`src/rtl/ad5628_cfg_seq.sv`:
```
// ad5628_cfg_seq: AD5628 power-up command sequencer.
// Streams reset, ref-enable and eight channel writes into spi_base.
module ad5628_cfg_seq #(
  parameter int unsigned GAP_CYCLES     = 4,
  parameter int unsigned TIMEOUT_CYCLES = 1024
) (
  input  logic        clk_sys,
  input  logic        rst_sys,
  input  logic        start,
  input  logic [95:0] ch_codes,
  input  logic        spi_busy,
  input  logic        spi_done,
  output logic        spi_start,
  output logic [31:0] spi_data,
  output logic        busy,
  output logic        cfg_done,
  output logic        err,
  output logic [3:0]  word_idx
);

  localparam logic [7:0]  GAP_LAST = 8'(GAP_CYCLES - 1);
  localparam logic [15:0] TMO_LIM  = 16'(TIMEOUT_CYCLES);

  typedef enum logic [2:0] {
    S_IDLE,
    S_LOAD,
    S_ISSUE,
    S_WAIT,
    S_GAP,
    S_FINISH
  } state_t;

  state_t      state_q;
  logic [95:0] codes_q;
  logic [7:0]  gap_q;
  logic [15:0] tmo_q;
  logic        spi_start_q;
  logic [31:0] spi_data_q;
  logic        busy_q;
  logic        cfg_done_q;
  logic        err_q;
  logic [3:0]  word_idx_q;

  logic [2:0]  ch;
  logic [6:0]  base;
  logic [31:0] word_d;

  // Table lookup: idx 2..9 map to channel writes from the latched codes.
  always_comb begin
    ch     = 3'(word_idx_q - 4'd2);
    base   = 7'(ch) * 7'd12;
    word_d = {8'h03, 1'b0, ch, codes_q[base +: 12], 8'h00};
    unique case (word_idx_q)
      4'd0:    word_d = 32'h0700_0000;
      4'd1:    word_d = 32'h0800_0001;
      default: ;
    endcase
  end

  always_ff @(posedge clk_sys or posedge rst_sys) begin
    if (rst_sys) begin
      state_q     <= S_IDLE;
      codes_q     <= '0;
      gap_q       <= '0;
      tmo_q       <= '0;
      spi_start_q <= 1'b0;
      spi_data_q  <= '0;
      busy_q      <= 1'b0;
      cfg_done_q  <= 1'b0;
      err_q       <= 1'b0;
      word_idx_q  <= '0;
    end else begin
      spi_start_q <= 1'b0;
      unique case (state_q)
        S_IDLE: begin
          if (start) begin
            cfg_done_q <= 1'b0;
            err_q      <= 1'b0;
            codes_q    <= ch_codes;
            word_idx_q <= '0;
            busy_q     <= 1'b1;
            state_q    <= S_LOAD;
          end
        end
        S_LOAD: begin
          spi_data_q <= word_d;
          state_q    <= S_ISSUE;
        end
        S_ISSUE: begin
          if (!spi_busy) begin
            spi_start_q <= 1'b1;
            tmo_q       <= '0;
            state_q     <= S_WAIT;
          end
        end
        S_WAIT: begin
          // A done arriving on the limit cycle wins over the timeout.
          if (spi_done) begin
            gap_q   <= '0;
            state_q <= S_GAP;
          end else if (tmo_q == TMO_LIM) begin
            err_q   <= 1'b1;
            busy_q  <= 1'b0;
            state_q <= S_IDLE;
          end else begin
            tmo_q <= tmo_q + 16'd1;
          end
        end
        S_GAP: begin
          if (gap_q == GAP_LAST) begin
            if (word_idx_q == 4'd9) begin
              state_q <= S_FINISH;
            end else begin
              word_idx_q <= word_idx_q + 4'd1;
              state_q    <= S_LOAD;
            end
          end else begin
            gap_q <= gap_q + 8'd1;
          end
        end
        S_FINISH: begin
          cfg_done_q <= 1'b1;
          busy_q     <= 1'b0;
          state_q    <= S_IDLE;
        end
        default: state_q <= S_IDLE;
      endcase
    end
  end

  assign spi_start = spi_start_q;
  assign spi_data  = spi_data_q;
  assign busy      = busy_q;
  assign cfg_done  = cfg_done_q;
  assign err       = err_q;
  assign word_idx  = word_idx_q;

endmodule

```
`config.mk`:
```
export PLATFORM = sky130hd
export DESIGN_NAME = ad5628_cfg_seq
export DESIGN_NICKNAME = d
export VERILOG_FILES = /design/src/rtl/ad5628_cfg_seq.sv
export SDC_FILE = /design/constraint.sdc
export NUM_CORES = 1
export LEC_CHECK = 0
export ABC_AREA = 1
export ABC_CLOCK_PERIOD_IN_PS = 5000
export CELL_PAD_IN_SITES_DETAIL_PLACEMENT = 1
export CELL_PAD_IN_SITES_GLOBAL_PLACEMENT = 2
export CORE_UTILIZATION = 27
export DETAILED_ROUTE_END_ITERATION = 7
export PLACE_DENSITY_LB_ADDON = 0.1
export SYNTH_ARGS = -nofsm -noshare
export SYNTH_HDL_FRONTEND = slang
export SYNTH_SLANG_ARGS = --single-unit
```
`constraint.sdc`:
```
create_clock -name clk_sys -period 5 [get_ports clk_sys]
set_input_delay 0.75 -clock clk_sys [delete_from_list [all_inputs] [get_ports clk_sys]]
set_output_delay 0.75 -clock clk_sys [all_outputs]
set_load 0.005 [all_outputs]
```
======== Word-level counts from Yosys, hierarchy flattened ========
Cells that the tools add are included.
cells by class
  add/sub/neg operators ................... 4
  multiply operators ...................... 1
  eq/ne operators ......................... 19
  shifts and indexed selects .............. 1
  muxes and demuxes ....................... 30
  reduce and logical (&&, ||, !) cells .... 16
operators with widths
  cell                     count
  $shiftx A96 B8 Y12       1
  $pmux W28 S2             1
  $mux W16                 3
  $pmux W16 S2             1
  $reduce_and A4 Y1        5
  $mux W3                  6
  $ne A2 B2 Y1 const B     9
  $add A16 B1 Y16 const B  1
  $eq A16 B11 Y1 const B   1
  $mux W8                  2
  $pmux W8 S2              1
  $pmux W3 S5              1
  $mux W4                  3
  $reduce_bool A2 Y1       5
  $add A8 B1 Y8 const B    1
  $eq A8 B2 Y1 const B     1
  $mux W1                  8
  $pmux W4 S2              1
  $eq A3 B2 Y1 const B     2
  $eq A3 B3 Y1 const B     2
  $mul A3 B2 Y5 const B    1
  $add A4 B1 Y4 const B    1
  $eq A4 B1 Y1 const B     1
  $eq A4 B4 Y1 const B     1
  10 further kinds         12
word-level totals
  register bits ........................... 163
  logic and storage cells ................. 81

======== Logic depth before layout (Yosys ltp) ========
  word-level depth ........................ 4
  mapped depth ............................ 11

======== Worst setup path after synthesis ========
OpenSTA, ideal clock, no wires.
  path type ............................... register to register
  start ................................... register word_idx_q[0], in the netlist word_idx[0]
  end ..................................... register spi_data_q[10], in the netlist spi_data[10]
  arrival time ............................ 1.825 ns
  slack ................................... 3.110 ns
  stages on the path, launching flop included .. 11
  buffers on the path ..................... 3
  path through ............................ dfrtp_1 -> clkbuf_1 -> clkbuf_1 -> inv_1 -> ha_1 -> nand3_1 -> nand2_1 -> nor2_1 -> buf_4 -> nand3_1 -> nand2_1
on the way
  cells in the longest elaborated chain, start to end .. 4
RTL lines
  item                    RTL line  text
  start, declared         42        logic [3:0] word_idx_q;
  start signal, assigned  114       word_idx_q <= word_idx_q + 4'd1;
  $sub A3 B2 Y3           50        ch = 3'(word_idx_q - 4'd2);
  $mul A3 B2 Y5           51        base = 7'(ch) * 7'd12;
  $shiftx A96 B8 Y12      52        word_d = {8'h03, 1'b0, ch, codes_q[base +: 12], 8'h00};
  $pmux W28 S2 *          53        unique case (word_idx_q)
  end signal, assigned    86        spi_data_q <= word_d;
  end, declared           38        logic [31:0] spi_data_q;
Mark *: on every way between the ends. The rest lies on a longest branch, timed or not.
A chain may end at the register's enable or synchronous reset.

======== Final worst setup path ========
  start ................................... register word_idx_q[1], in the netlist word_idx[1]
  end ..................................... output word_idx[1]
RTL lines
  item           RTL line  text
  end, declared  18        output logic [3:0] word_idx
No word-level cell between the ends.

==> summary.md <==
| Metric | Value |
|---|---|
| Worst slew margin | 17.77% |
| Layout Nets | 1169 |
| DR vias | 6509 |
| First-pass GRT wire length | 37.43 mm |
| Worst Tran Pin Value | 1.229 ns |
| # hold bufs at CTS | 0 |
| Initial core utilization | 27.45% |
| Die Ht | 167.3 um |
| Largest fanout on the critical path | 53 |
| Lkg Pwr | 4.347 nW |
| Cell Rows | 60 |
| RSZ-0062 raised after global routing | no |
| First-pass DRT Iterations | 4 |
| Clock skew | 0.01478 ns |
| Worst EP required | 4.25 ns |
| Clk slew on worst S/H paths | 0.07 ns |
| Status | completed |
| Routed vias/inst | 4.600 |
| Final HPWL DP | 15.86 mm |
| CP Class | flop to output pin |
| CTS H-tree lvls | 4 |
| Power Density | 495.0 nW/um^2 |
| Filler Cell Count | 3252 |
| Global route overflow | 0 |
| # resized after CTS | 0 |
| Tot Pwr | 4.689 mW |
| Input/output buffers | 128 |
| Startpoint Class | flop |
| ANT cells | 0 |
| Met3 GRT Util | 2.978% |
| Placed Instances | 1383 |
| ANT nets after route | 0 |
| Met1 Use GR | 24.18% |
| Final Instance Count excl. Fillers | 1415 |
| Residual DRC | 0 |
| XOR/XNOR share of the synthesized area | 0.8309% |
| Clock Sinks | 149 |
| Area Growth Syn to Fin | 28.37% |
| Grt peak-use layer | met2 |
| Synth Register Bits | 149 |
| Routed length per placed instance | 16.38 um |
| Worst skew pair latency | 0.44 ns |
| Post-Synth Adder-Cell Area | 1.187% |
| Commonest non-fill, non-tap cell in the layout | nand2_1 |
| Post-synthesis mux area share | 0% |
| Post-synthesis simple-gate area fraction | 27.84% |
| Slowest cell on crit path | clkdlybuf4s50_1 |
| Root Driver | clkbuf_16 |
| GR Util met2 | 27.90% |
| Max-slew violation count | 0 |
| Worst Setup End Kind | output pin |
| GPL Wtd Cong | 0.7580 |
| Peak supply drop | 249.9 uV |
| Cts bufs inserted | 17 |
| Design area | 9472 um^2 |
| Final period util | 54.18% |
| Post-synthesis compound-gate area fraction | 10.94% |
| CP max stage delay | 0.64 ns |
| Final setup fails | 0 |
| Die ar. | 27990 um^2 |
| Ports | 141 |
| Largest family of logic cells by synthesized area | simple AND/OR/NAND/NOR gates |
| Core ar. | 26880 um^2 |
| DP Area | 8887 um^2 |
| Largest net degree at the start of global routing | 105 |
| Max Fclk | 369.2 MHz |
| Instance count of the mapped netlist | 956 |
| Final setup TNS | 0 ns |
| Share of layout cells above drive strength 1 | 4.842% |
| Routed WL | 23.17 mm |
| Initial antenna violation count | 0 |
| Max_cap viols | 0 |
| Critical path arrival | 1.96 ns |
| Library cells used by synthesis | 32 |
| Pre-CTS setup slack | 2.480 ns |
| Final min period | 2.709 ns |
| Post-CTS Setup Bufs | 0 |
| 1st-iter DRT viols | 289 |
| Final hold vios | 0 |
| Sequential element share of the synthesized area | 50.53% |
| Hold Path Class | flop to flop |
| Clk buf depth | 2 |
| Setup WS post-layout | 2.291 ns |
| Die W | 167.3 um |
| CTS tree | yes |
| Synth warn | 0 |
| Commonest cells after routing, fill and taps aside | nand2_1, dfrtp_1, clkdlybuf4s50_1 |
| Avg Inst Size Synth | 7.718 um^2 |
| Number of global-route vias before repair | 6608 |
| Worst-path cell chain | buf_4 > clkdlybuf4s50_1 |
| Gr usage total | 17.34% |
| Post-Syn Area | 7378 um^2 |
## power by group
part	leakage [nW]	switching (mW)	internal, mW
Clock	0.277	0.599	0.709
Sequential	1.91	0.211	1.65
Combinational	2.16	0.996	0.524
## per-layer routing
layer  wire length (um)  up-vias
li1                   -     3232
met1              11360     3165
met2              10930       97
met3                664       15
met4                213        0
met5                  0        -
## final cells by class
cell class | instances | area, um^2 | area share [%]
Tap cell | 341 | 426.7 | 4.505
Multi-Input combinational cell | 672 | 3060 | 32.31
Inverter | 88 | 335.3 | 3.540
Sequential cell | 149 | 3734 | 39.42
Clock inverter | 14 | 155.1 | 1.638
Clock buffer | 18 | 429.2 | 4.531
Timing Repair Buffer | 133 | 1331 | 14.06
## kinds of logic (layout without fill, tap and decap cells)
kind of cell / Yosys count / in the layout
and+or+nand+nor: 501 / 501
DFF: 149 / 149
adders and majority gates: 7 / 7
xor gates and xnor gates: 7 / 7
buffers and inverters: 146 / 253
other: 1 / 12
AOI/OAI and AO/OA: 145 / 145
## metrics by stage
stage	hold slack [ns]	util, %
after floorplan	0.4366	-
final	0.4665	35.24
after CTS	0.4705	35.24
after global placement	0.4496	33.07
after detailed placement	0.4532	33.07
after global routing	0.4904	35.24
## worst paths after layout
check | slack, ns | to | depth (start not counted) | from
worst max-delay path | 2.29 | word_idx[1] | 2 | word_idx[1]$_DFFE_PP0P_
worst min-delay path | 0.47 | codes_q[26]$_DFFE_PP0P_ | 2 | codes_q[26]$_DFFE_PP0P_
worst max register to register | 2.42 | spi_data[22]$_DFFE_PP0P_ | 5 | state_q[2]$_DFFE_PP0P_
worst min register to register | 0.47 | codes_q[26]$_DFFE_PP0P_ | 2 | codes_q[26]$_DFFE_PP0P_
max in group asynchronous | 3.20 | codes_q[59]$_DFFE_PP0P_ | 3 | rst_sys
min in group asynchronous | 0.92 | gap_q[7]$_DFFE_PP0P_ | 2 | rst_sys
## critical path: cells and delay by family, from the launching register on
kind,cells,cell delay (ns)
buffers and inverters,2,1.15
DFF,1,0.36
## sequential cells by signal (all words and copies together) (netlist names)
register / cells
busy: 1
cfg_done: 1
codes_q: 96
err: 1
gap_q: 8
spi_data: 18
spi_start: 1
state_q: 3
tmo_q: 16
word_idx: 4
## cells in the mapped netlist, drive strengths merged
cell type | count | area, um^2
nand3 | 68 | 340.3
clkbuf | 33 | 123.9
xor2 | 7 | 61.31
o21a | 1 | 7.510
or2 | 3 | 18.77
nand3b | 2 | 15.01
nor2 | 43 | 163.9
clkinv | 2 | 7.510
o22a | 1 | 8.760
o22ai | 2 | 12.51
nand4 | 15 | 93.84
ha | 7 | 87.58
o21ai | 89 | 445.4
o211ai | 24 | 180.2
nor3b | 1 | 7.510
a21oi | 26 | 133.9
conb | 1 | 3.750
nand2 | 364 | 1379
nor3 | 5 | 36.29
buf | 25 | 181.4
dfrtp | 149 | 3729
o21bai | 2 | 18.77
inv | 86 | 322.8
Note: power is estimated with default switching activity, not from simulation.
